===== config.mk =====
export PLATFORM = sky130hd
export DESIGN_NAME = tick_monitor
export DESIGN_NICKNAME = d
export VERILOG_FILES = /design/src/rtl/tick_monitor.sv
export SDC_FILE = /design/constraint.sdc
export NUM_CORES = 1
export LEC_CHECK = 0
export ABC_AREA = 1
export CORE_ASPECT_RATIO = 1.5
export CORE_MARGIN = 2
export CORE_UTILIZATION = 44
export DETAILED_ROUTE_END_ITERATION = 7
export GPL_TIMING_DRIVEN = 0
export PLACE_DENSITY_LB_ADDON = 0.08
export SYNTH_ARGS = -nofsm -noshare
export SYNTH_HDL_FRONTEND = slang
export SYNTH_SLANG_ARGS = --single-unit
export TNS_END_PERCENT = 50

===== constraint.sdc =====
create_clock -name clk -period 3.9 [get_ports clk]
set_clock_uncertainty 0.05 [all_clocks]
set_input_delay 1.17 -clock clk [delete_from_list [all_inputs] [get_ports clk]]
set_output_delay 1.17 -clock clk [all_outputs]
set_load 0.03 [all_outputs]

===== src/rtl/tick_monitor.sv =====
// Watches a periodic tick stream, measures each interval and classifies it
// against an N+1 +/- TOL window; locks after LOCK good intervals in a row.
module tick_monitor #(
  parameter int N     = 200000,
  parameter int CBITS = 18,
  parameter int TOL   = 2,
  parameter int LOCK  = 4
) (
  input  logic             clk,
  input  logic             rst,
  input  logic             en,
  input  logic             tick,
  input  logic             clr,
  output logic             locked,
  output logic             fault,
  output logic             early,
  output logic             late,
  output logic [CBITS-1:0] period,
  output logic [7:0]       good_cnt
);

  typedef enum logic [2:0] {
    IDLE   = 3'd0,
    ACQ    = 3'd1,
    TRACK  = 3'd2,
    LOCKED = 3'd3,
    FAULT  = 3'd4
  } state_t;

  localparam logic [CBITS-1:0] TIMEOUT = CBITS'(N + TOL + 1);
  localparam logic [CBITS-1:0] WIN_LO  = CBITS'(N + 1 - TOL);
  localparam logic [7:0]       LOCK_C  = 8'(LOCK);

  state_t           state;
  logic [CBITS-1:0] gcnt;
  logic [CBITS-1:0] interval;
  logic [7:0]       good_inc;

  // gcnt never exceeds TIMEOUT while tracking, so gcnt+1 cannot overflow.
  assign interval = gcnt + CBITS'(1);
  assign good_inc = (good_cnt == 8'hFF) ? good_cnt : good_cnt + 8'd1;

  always_ff @(posedge clk or negedge rst) begin
    if (!rst) begin
      state    <= IDLE;
      gcnt     <= '0;
      locked   <= 1'b0;
      fault    <= 1'b0;
      early    <= 1'b0;
      late     <= 1'b0;
      period   <= '0;
      good_cnt <= '0;
    end else begin
      early <= 1'b0;
      late  <= 1'b0;
      if (!en) begin
        state    <= IDLE;
        gcnt     <= '0;
        good_cnt <= '0;
        locked   <= 1'b0;
        fault    <= 1'b0;
      end else begin
        case (state)
          IDLE: begin
            state <= ACQ;
            gcnt  <= '0;
          end
          ACQ: begin
            // First tick only sets the phase reference; no interval yet.
            if (tick) begin
              state    <= TRACK;
              gcnt     <= '0;
              good_cnt <= '0;
            end else if (gcnt != '1) begin
              gcnt <= gcnt + CBITS'(1);
            end
          end
          TRACK, LOCKED: begin
            // Timeout has priority over a coincident tick.
            if (gcnt == TIMEOUT) begin
              late     <= 1'b1;
              state    <= FAULT;
              fault    <= 1'b1;
              locked   <= 1'b0;
              gcnt     <= '0;
              good_cnt <= '0;
            end else if (tick) begin
              period <= interval;
              gcnt   <= '0;
              if (interval < WIN_LO) begin
                early    <= 1'b1;
                state    <= FAULT;
                fault    <= 1'b1;
                locked   <= 1'b0;
                good_cnt <= '0;
              end else begin
                good_cnt <= good_inc;
                if (state == TRACK && good_inc == LOCK_C) begin
                  state  <= LOCKED;
                  locked <= 1'b1;
                end
              end
            end else begin
              gcnt <= gcnt + CBITS'(1);
            end
          end
          FAULT: begin
            gcnt <= '0;
            if (clr) begin
              state <= ACQ;
              fault <= 1'b0;
            end
          end
          default: begin
            state    <= IDLE;
            gcnt     <= '0;
            locked   <= 1'b0;
            fault    <= 1'b0;
            good_cnt <= '0;
          end
        endcase
      end
    end
  end

endmodule


# Yosys cells after proc, flatten, opt, wreduce, memory -nomap -nowiden
# Cells that the tools add are included.
# W data, S select, Z words.
[op_classes] n_eq_ne=17 addsub=2 n_shift=0 n_mul=0 magnitude_cmp=1 n_mux=41 div=0 reduce_logical=11 bitwise=1
[op_table] operator="$mux W18" count=5
[op_table] operator="$mux W8" count=6
[op_table] operator="$pmux W18 S2" count=1
[op_table] operator="$pmux W8 S3" count=1
[op_table] operator="$mux W3" count=7
[op_table] operator="$add A18 B1 Y18 const B" count=1
[op_table] operator="$eq A18 B18 Y1 const B" count=1
[op_table] operator="$lt A18 B18 Y1 const B" count=1
[op_table] operator="$mux W1" count=18
[op_table] operator="$ne A18 B18 Y1 const B" count=1
[op_table] operator="$ne A4 B4 Y1 const B" count=3
[op_table] operator="$pmux W3 S4" count=1
[op_table] operator="$reduce_and A4 Y1" count=3
[op_table] operator="$add A8 B1 Y8 const B" count=1
[op_table] operator="$eq A8 B3 Y1 const B" count=1
[op_table] operator="$eq A8 B8 Y1 const B" count=1
[op_table] operator="$eq A3 B2 Y1 const B" count=2
[op_table] operator="$ne A2 B2 Y1 const B" count=3
[op_table] operator="$ne A3 B3 Y1 const B" count=2
[op_table] operator="$reduce_and A3 Y1" count=2
[op_table] operator="$reduce_or A2 Y1" count=3
[op_table] operator="$ne A5 B5 Y1 const B" count=1
[op_table] operator="$eq A3 B1 Y1 const B" count=1
[op_table] operator="$eq A3 B3 Y1 const B" count=1
[op_table] operator="6 further kinds" count=6
[word_totals] latchBits=0 rom_bits=0 mem_bits_rw=0 regBits=51 n_memories=0 inputBits=5

# Longest topological paths before layout
# Gate-level depths: netlist (run 1).
[depth] ltp_word=10 ltp_mapped=17

# Worst setup path after synthesis (run 1)
# Ideal clock, no wire load.
[synth_path] path_type="input-to-reg" start="input en" end="register gcnt[0]" t_required_ns=3.723 path_buffers=0 setup_time_ns=0.127 arrival_ns=2.176 path_stages=9 setup_slack_ns=1.547 path_cell_list="inv_1 -> nor2_1 -> inv_1 -> nor2_1 -> inv_1 -> nor3_2 -> nor2_4 -> nand2_1 -> o21ai_0"
[synth_via] elab_chain_len=1 word_cells_on_any_way=2 cone_classes="eq/ne (1); mux (1)"
[synth_lines] item="start: declaration" line_no="11" source="input logic en,"
[synth_lines] item="$ne A4 B4 Y1 (no line) or $mux W18 (tied branches)"
[synth_lines] item="end signal: assignment" line_no="75" source="gcnt <= gcnt + CBITS'(1);"
[synth_lines] item="end signal: assignment" line_no="104" source="gcnt <= gcnt + CBITS'(1);"
[synth_lines] item="end: declaration" line_no="35" source="logic [CBITS-1:0] gcnt;"
# Parallel ways exist; a longest one is shown, timed or not.
# A chain may end at the register's enable or synchronous reset.

# Final worst setup path (run 1)
[layout_path] start="input en" end="register gcnt[9]"
# Same word-level chain as after synthesis.

==> results of run 1 <==
state kept, by name (all words and copies together) (netlist names):
name and flops:
good_cnt 8, early 1, late 1, state 3, gcnt 18, period 18, locked 1, fault 1
per-stage QoR:
| stage | cells | cell area (µm²) | total power [mW] | worst slack [ns] |
|---|---|---|---|---|
| 4_1_cts | 523 | 3551 | 1.399 | 0.8916 |
| 5_1_grt | 523 | 3551 | 1.453 | 0.8148 |
| 3_5_place_dp | 515 | 3430 | 0.9978 | 0.5669 |
| 6_report | 523 | 3551 | 1.379 | 0.8888 |
| 2_1_floorplan | 404 | 2979 | 0.8576 | 1.547 |
| 3_3_place_gp | 514 | 3415 | 0.9944 | 0.02740 |
final cells by class:
class / instances / share of cell area (%)
Multi-Input combinational cell: 291 / 40.91
Sequential cell: 51 / 35.94
Timing Repair Buffer: 35 / 10.01
Inverter: 54 / 5.849
Tap cell: 76 / 2.678
Clock buffer: 6 / 2.326
Buffer: 8 / 1.198
Clock inverter: 2 / 1.092
layout by cell type (no fill, tap or decap), drive strengths merged, types with 4 or more instances in the layout:
cell	count
nand4	11
nand2	126
clkdlybuf4s50	33
o21ai	33
buf	7
clkbuf	9
nor3	11
inv	54
nor2	52
a21oi	4
nand3	30
xor2	5
dfrtp	51
o21bai	5
power by group:
part	total, mW	leakage (nW)	switching (mW)	internal, mW
clock	0.394	0.0618	0.183	0.211
combinational	0.372	0.931	0.241	0.131
sequential	0.612	0.701	0.0372	0.575
metal layers:
layer / GRT usage, % / vias to the layer above / wire (µm)
li1: - / 1367 / -
met1: 22.11 / 1255 / 2848
met2: 39.29 / 55 / 4095
met3: 2.700 / 24 / 220
met4: 12.40 / 0 / 388
met5: 0 / - / 0
cells in the mapped netlist (all sizes together):
master / instances / share of area (%)
buf: 5 / 1.0
o21bai: 5 / 1.3
xnor2: 2 / 0.59
a31oi: 3 / 0.63
clkbuf: 3 / 0.42
nand4: 11 / 2.8
ha: 3 / 1.3
inv: 53 / 6.7
dfrtp: 51 / 43
nor4: 2 / 0.42
xor2: 5 / 1.5
nand2: 126 / 17
clkinv: 1 / 0.29
o21ai: 33 / 5.5
nor2: 52 / 8.6
a21oi: 4 / 0.67
nand3b: 2 / 0.50
nor3: 11 / 2.2
o31ai: 1 / 0.25
o211ai: 1 / 0.25
nand3: 30 / 5.5
logic make-up after synthesis:
| family | after synthesis | synth area share [%] |
|---|---|---|
| AND/OR/NAND/NOR | 234 | 36.83 |
| buffers and inverters | 62 | 8.399 |
| flip-flops | 51 | 42.84 |
| AO/OA/AOI/OAI | 47 | 8.610 |
| XOR/XNOR | 7 | 2.058 |
| adder cells (fa/ha/maj) | 3 | 1.260 |
worst min-delay path, cell delays in order (launching register included):
cell     delay, ns
dfrtp_1       0.35
nand2_1       0.05
nand2_1       0.05
worst paths after layout:
kind | to | slack, ns | cells past startpoint
max | gcnt[9] | 0.89 | 10
min | period[3] | 0.43 | 2
max reg2reg | state[0] | 1.42 | 16
min reg2reg | period[3] | 0.43 | 2
max in group asynchronous | period[13] | 2.49 | 2
min in group asynchronous | gcnt[8] | 0.78 | 1
==> metrics, run 1 <==
run status finished, final reports clean; Routed WL 7553 µm; total number of placement rows 36; RSZ-0062 raised after global routing no; CP bufs+invs 4; final cycle utilization of the critical path 77.21%; pwr dens 388.3 nW/µm²; launching element type of the critical path input pin; number of setup buffers added after CTS 0; clock tree root driver cell clkbuf_8; cells after synthesis 404; Crit path required time 4.03 ns; Pins Over Slew Limit 0; Setup TNS Final 0 ns; Layout Utilization 54.37%; number of vias in the routed layout 2,701; hold violation total from the final report 0; path class of the lowest-slack min-delay path reg2reg; transition time of the tightest slew-check pin 0.5703 ns; post-synthesis sequential area ratio 42.84%; Max Cap Violations 0; CORE AREA 6531 µm²; Syn-to-layout area delta 19.19%; time the final worst path needs with I/O delays and setup 3.011 ns; antenna violations before repair 0; DRT Pass-1 Iters 4; number of global-route vias before repair 2,618; arrival time of the worst setup path 3.15 ns; area used by sequential logic in the layout 1276 µm²; Max VDD drop 0.2638 mV; Final Wtd Congestion 0.9240; peak clock frequency supported by timing 0.3321 GHz; hold buffer count at CTS 0; number of synthesized register bits 51; Tot GR Track Use 21.25%; most numerous cell on the critical path inv_1; total area of multi-input combinational cells 1453 µm²; average instance area after synthesis 7.374 µm²; first-pass GRT wire length 12,390 µm; Largest stage delay, worst path 0.52 ns; PostCTS Resize Cnt 0; Post-Synthesis Net Count 412; worst hold-check slack 0.4327 ns; leak pwr 1.694 nW; ANT nets after route 0; clock-pin slew reported for the worst setup and hold paths after clock tree synthesis 0.10 ns; post-detailed-placement half-perimeter wirelength 6011 µm; initial detailed-routing violation count 135; family of cells with the greatest summed delay on the critical path simple AND/OR/NAND/NOR gates; input/output buffers 34; Filler cells 659; Clock Path Buffers 2; Distinct cells, synth 32; total congestion overflow 0; diode count 0; Ys Warns 0; number of H-tree branching levels 2; highest net fanout along the worst path 8; origin of the worst setup path en; number of clock buffers inserted by TritonCTS 5; post-route DRC violation count 0; pin count of the biggest net entering global routing 31; critical path type in2reg; TritonCTS clock tree yes; area of the mapped netlist 2979 µm²; TritonCTS sink count 51; cells along the critical path clkdlybuf4s50_1 > inv_1 > nor2_1 > inv_1 > nor2_1 > inv_1 > nor3_2 > nor2_4 > nand2_1 > nand2_1; Horiz. Die Dim 71.19 µm; final net count 454; post-detailed-route wirelength per cell 14.44 µm; vias per cell 5.164; overall die area 7458 µm²; Relative slew margins 61.77%; critical register-to-register path startpoint gcnt[0]; floorplan die height 104.8 µm; capturing element type of the critical path flop; insertion delay to the later sink of the worst-skew pair 0.31 ns; top-level port count 35; initial core utilization 45.61%; final count of negative-setup-slack endpoints 0; Slowest cell on crit path clkdlybuf4s50_1; Worst Min Path Start period[3]; fraction of final layout cells sized beyond drive strength 1 10.51%
Note: power is estimated with default switching activity, not from simulation.
==> inputs of run 2 (changes only) <==
==> constraint.sdc (replaced) <==
create_clock -name clk -period 2.53 [get_ports clk]
set_clock_uncertainty 0.05 [all_clocks]
set_input_delay 0.759 -clock clk [delete_from_list [all_inputs] [get_ports clk]]
set_output_delay 0.759 -clock clk [all_outputs]
set_load 0.03 [all_outputs]
==> run 2 against run 1 <==
Largest cell class unchanged. Non-clock buffer count rose by 3. Largest power group unchanged. Critical path type unchanged. Critical path depth grew 1. Wire length is 2.1% higher.
==> metrics, run 2 (synthesis results as in run 1) <==
run status finished, final reports clean; launching element type of the critical path input pin; capturing element type of the critical path flop; part of the power in registers 43.6% (-0.8 points); Relative slew margins 62.66% (+0.89 points); overall die area 7458 µm² (unchanged); net switching power figure 0.7204 mW (+56%); Syn-to-layout area delta 21.25%; insertion delay to the later sink of the worst-skew pair 0.31 ns (about the same); time the final worst path needs with I/O delays and setup 2.392 ns; registers with the most flip-flops gcnt x18, period x18, good_cnt x8; top-level port count 35 (unchanged); final critical-path setup slack 0.1380 ns (-0.7508 ns); Filler cells 659 (unchanged); diode count 0 (unchanged); antenna violations before repair 0 (unchanged); floorplan die height 104.8 µm (unchanged); cell internal power dissipation 1.439 mW (+57%); total congestion overflow 0 (unchanged); Tot GR Track Use 21.27% (+0.024 points); path class of the lowest-slack min-delay path in2async; hold buffer count at CTS 0 (unchanged); commonest non-fill, non-tap cells in the layout 116 x nand2_1, 49 x inv_1, 49 x dfrtp_1; initial core utilization 45.61% (unchanged); Final Wtd Congestion 0.9240 (unchanged); number of vias in the routed layout 2,720 (+0.70%); relative contribution of the clock network to total power 28.3% (-0.3 points); number of clock buffers inserted by TritonCTS 5 (unchanged); Max Cap Violations 0 (unchanged); CORE AREA 6531 µm² (unchanged); input/output buffers 34 (unchanged); arrival time of the worst setup path 2.52 ns (-0.63 ns); post-route DRC violation count 0 (unchanged); Routed WL 7711 µm (+2.1%); transition time of the tightest slew-check pin 0.5601 ns (-0.01025 ns); peak clock frequency supported by timing 0.4181 GHz; worst hold-check slack 0.3674 ns (-0.06530 ns); TritonCTS clock tree yes; post-detailed-route wirelength per cell 14.66 µm (+1.5%); Pins Over Slew Limit 0 (unchanged); vias per cell 5.171 (+0.13%); total area of multi-input combinational cells 1474 µm² (+1.5%); post-detailed-placement half-perimeter wirelength 6011 µm (unchanged); critical path type in2reg; Switching Share 33.37% (-0.087 points); clock tree root driver cell clkbuf_8; number of global-route vias before repair 2,621 (+0.11%); pwr dens 597.7 nW/µm² (+54%); first-pass GRT wire length 12,410 µm (+0.11%); number of H-tree branching levels 2 (unchanged); Crit path required time 2.66 ns (-1.37 ns); setup slack after placement -0.3921 ns (-0.9590 ns); ANT nets after route 0 (unchanged); final count of negative-setup-slack endpoints 0 (unchanged); initial detailed-routing violation count 131 (-3.0%); area used by sequential logic in the layout 1279 µm² (+0.20%); fraction of final layout cells sized beyond drive strength 1 12.22% (+1.7 points); hold violation total from the final report 0 (unchanged); Horiz. Die Dim 71.19 µm (unchanged); total number of placement rows 36 (unchanged); TritonCTS sink count 51 (unchanged); pin count of the biggest net entering global routing 31 (unchanged); Setup TNS Final 0 ns (unchanged); final cycle utilization of the critical path 94.55%; clock-pin slew reported for the worst setup and hold paths after clock tree synthesis 0.09 ns (about the same); highest net fanout along the worst path 7 (-1); final net count 457 (+0.66%); Max VDD drop 0.4067 mV (+54%); DRT Pass-1 Iters 4 (unchanged); Clock Path Buffers 2 (unchanged); relative contribution of combinational cells to total power 28.1% (+1.1 points); most common cell after layout, fill and taps aside nand2_1; leak pwr 1.728 nW (+2.0%)
==> run 2: power groups by stage <==
stage	Sequential [mW]	Combinational, mW	Clock (mW)
floorplan	1.06	0.265	0
global placement	0.960	0.573	0
detailed placement	0.960	0.578	0
CTS	0.944	0.581	0.633
global route	0.950	0.668	0.655
finish	0.942	0.607	0.611
==> run 2: layout make-up <==
class | instances | area share, %
clock inverters | 2 | 1.074
inverters | 54 | 5.750
clock buffers | 6 | 2.286
plain buffers | 8 | 1.247
repair buffers | 38 | 10.81
flip-flops and latches | 51 | 35.40
well taps | 76 | 2.632
multi-input cells | 291 | 40.80
==> run 2: worst max-delay path, cell delays in order <==
cell,delay (ns)
clkdlybuf4s50_1,0.52
inv_1,0.10
nor2_1,0.14
inv_1,0.09
nor2_1,0.14
inv_1,0.13
nor3_4,0.31
nor2_4,0.08
buf_12,0.14
nand2_1,0.05
nand2_1,0.05
==> run 2: per-stage QoR <==
stage / util (%) / cells / power [mW] / cell area (µm²)
floorplan: - / 404 / 1.322 / 2979
finish: 55.31 / 526 / 2.159 / 3612
global route: 55.31 / 526 / 2.273 / 3612
detailed placement: 52.51 / 515 / 1.538 / 3430
global placement: 52.28 / 514 / 1.533 / 3415
CTS: 54.46 / 523 / 2.158 / 3557
==> run 2: what timing repair did <==
action                                  CTS  global route
gates resized for setup                   1             8
pin swaps                                 0             5
buffers inserted                          0             3
endpoints found under the setup margin    3            18
==> run 2: metal layers <==
| layer | wire, µm | track usage (%) | part of all wire, % |
|---|---|---|---|
| met1 | 2951 | 22.25 | 38 |
| met4 | 391 | 12.53 | 5.1 |
| met5 | 0 | 0 | 0 |
| met3 | 193 | 2.797 | 2.5 |
| met2 | 4175 | 39.09 | 54 |
==> run 2: final timing paths <==
path	start	end	slack [ns]	cells after the start
max	en	gcnt[13]	0.14	11
min	rst	gcnt[8]	0.37	1
max reg2reg	good_cnt[0]	state[1]	0.16	12
min reg2reg	period[3]	period[3]	0.43	2
max in group asynchronous	rst	gcnt[0]	1.52	2
min in group clk	period[3]	period[3]	0.43	2
==> inputs of run 3 (changes only) <==
==> constraint.sdc (replaced) <==
create_clock -name clk -period 3.1 [get_ports clk]
set_clock_uncertainty 0.05 [all_clocks]
set_input_delay 0.93 -clock clk [delete_from_list [all_inputs] [get_ports clk]]
set_output_delay 0.93 -clock clk [all_outputs]
set_load 0.03 [all_outputs]
==> results of run 3 <==
The final DEF is identical to that of run 1. Status: finished, final reports clean.
Main changes from that run: setup slack after placement 0.5669 ns -> 0.006934 ns; setup slack after layout 0.8888 ns -> 0.3288 ns; register-to-register setup slack 1.42 ns -> 0.62 ns; total power 1.379 mW -> 1.734 mW; worst IR drop on VDD 0.2638 mV -> 0.3319 mV
==> patch (config.mk and constraints of run 1) <==
The parameter `CBITS` goes from 18 to 16.
--- a/src/rtl/tick_monitor.sv
+++ b/src/rtl/tick_monitor.sv
@@ -3,5 +3,5 @@
 module tick_monitor #(
   parameter int N     = 200000,
-  parameter int CBITS = 18,
+  parameter int CBITS = 16,
   parameter int TOL   = 2,
   parameter int LOCK  = 4
Ports: changed (resized period); port bits go from 35 to 33. No check against the original RTL was run, so the function may have changed too.
==> patch against run 1 <==
- worst setup slack got worse by 0.011 ns
- synthesized area fell by 7.1%
- final area is 6.7% lower
- global-route usage increased by 1.4 points
- routed wire length down 9.2%
- power down 7.3%
- sequential cell count down 4
- largest power group unchanged
==> patch: results (changes against run 1) <==
- Status: completed
- Post-synthesis async set-or-reset flop share: 1.00 (unchanged)
- Synth top area cells: dfrtp_1, nand2_1, nor2_1
- Port buffer count: 32 (-5.9%)
- Hold wc startpoint: period[2]$_DFFE_PN0P_
- CP max-delay cell: clkdlybuf4s50_1
- R2R Path Start: gcnt[1]$_DFFE_PN0P_
- Cts repair resizes: 0 (unchanged)
- Crit-path max cell delay: 0.55 ns (+0.03 ns)
- M3 GR Usage: 0.0335 (+0.00652)
- Pre-CTS setup slack: 0.548 ns (-0.0192 ns)
- Vias in the first global route: 2586 (-1.2%)
- Metal3 WL: 157 microns (-29%)
- Largest regs: gcnt: 16 flops, period: 16 flops, good_cnt: 8 flops
- Worst Setup SP: en
- Hold EP: period[2]$_DFFE_PN0P_
- Yosys warnings: 0 (unchanged)
- Flop2flop setup slack: 1.53 ns (+0.11 ns)
- Met2 usage: 0.409 (+0.0162)
- Max layer used: met4
- Post-route setup slack: 0.877 ns (-0.0114 ns)
- Tightest Pin Transition: 0.571 ns (+0.000482 ns)
- M1 WL: 2.74 mm (-3.9%)
- Largest delay share family, worst path: buffers and inverters
- CTS H-Tree Depth: 2 (unchanged)
- Top post-synthesis cells by count: nand2_1, dfrtp_1, nor2_1
- Maximum VDD drop: 0.199 mV (-25%)
- Critical Path AT: 3.19 ns (+0.04 ns)
- Filler cells: 623 (-5.5%)
- Setup crit end: gcnt[13]$_DFFE_PN0P_
- Initial antenna violation count: 0 (unchanged)
- GR Layer Usage met1: 0.250 (+0.0287)
- Gpl congestion: 0.931 (+0.79%)
- Yosys cell types: 27 (-16%)
- Met2 wire len: 3.71 mm (-9.4%)
- Final wirelength: 6.86 mm (-9.2%)
- Mapped Nets: 392 (-4.9%)
- Critical path fanouts, max: 10 (+2)
- Skew-Pair Late Insertion Delay: 0.30 ns
- # diodes: 0 (unchanged)
- Largest net degree at the start of global routing: 25 (-19%)
- Layout cells sized above 1: 0.118 (+0.0125)
- Nets@finish: 432 (-4.8%)
- Cell count of the worst reg-to-reg path: 10 (-6)
- First-pass GRT wire length: 11.8 mm (-5.1%)
- Root Driver: clkbuf_8
- Hpwl dp: 5.44 mm (-9.4%)
- Sw power: 424 uW (-8.1%)
- Global Route Usage Sum: 0.227 (+0.0141)
- Share of the yosys chip area belonging to registers: 0.425 (-0.00324)
- Worst Hold Class: flip-flop to flip-flop
- Avg Vias per Cell: 5.13 (-0.62%)
- Hold Path Depth: 2 (unchanged)
- Post-CTS setup buffers: 0 (unchanged)
- Leakage power total: 1.56 nW (-7.8%)
- Initial DRC Count: 112 (-17%)
- Clock-pin slew on the worst setup and hold paths: 0.08 ns (-0.02 ns)
- Clock Tree Buf Depth: 2 (unchanged)
- Iteration count of the initial detailed-routing pass: 4 (unchanged)
-- patch: changes by cell type in the layout (fill, tap and decap cells not counted), sizes merged, moves of 3 or more --
cell | run 1 | this run
inv | 54 | 47
nand4 | 11 | 14
buf | 7 | 3
xor2 | 5 | 0
o21bai | 5 | 0
dfrtp | 51 | 47
nand3 | 30 | 35
nand2 | 126 | 131
-- patch: power by group through the flow --
stage               registers [mW]  logic, mW  clock network (mW)
floorplan                    0.623      0.170                   0
global placement             0.567      0.348                   0
detailed placement           0.567      0.353                   0
CTS                          0.557      0.355               0.383
global route                 0.563      0.388               0.404
finish                       0.556      0.350               0.371
-- patch: cell type report --
| cell class | count | area (sq um) | share of cell area |
|---|---|---|---|
| buffer | 4 | 18.8 | 0.00567 |
| clock buffer | 6 | 82.6 | 0.0249 |
| clock inverter | 2 | 35.0 | 0.0106 |
| inverter | 49 | 186 | 0.0563 |
| multi-input combinational | 284 | 1390 | 0.418 |
| sequential | 47 | 1180 | 0.355 |
| tap | 74 | 92.6 | 0.0280 |
| timing repair buffer | 33 | 335 | 0.101 |
-- patch: stage by stage --
| stage | util | hold WS, ns | instance area [sq um] | power [mW] | cells |
|---|---|---|---|---|---|
| global placement | 0.519 | 0.415 | 3180 | 0.915 | 490 |
| finish | 0.540 | 0.438 | 3310 | 1.28 | 499 |
| floorplan | - | 0.413 | 2770 | 0.793 | 384 |
| detailed placement | 0.521 | 0.422 | 3190 | 0.920 | 491 |
| global route | 0.540 | 0.457 | 3310 | 1.35 | 499 |
| CTS | 0.540 | 0.446 | 3310 | 1.30 | 499 |
-- patch: kinds of logic after synthesis --
| group | synth area share |
|---|---|
| buf+inv | 0.0742 |
| compound gates | 0.0791 |
| fa+ha+maj | 0.0136 |
| simple gates | 0.408 |
| flops | 0.425 |
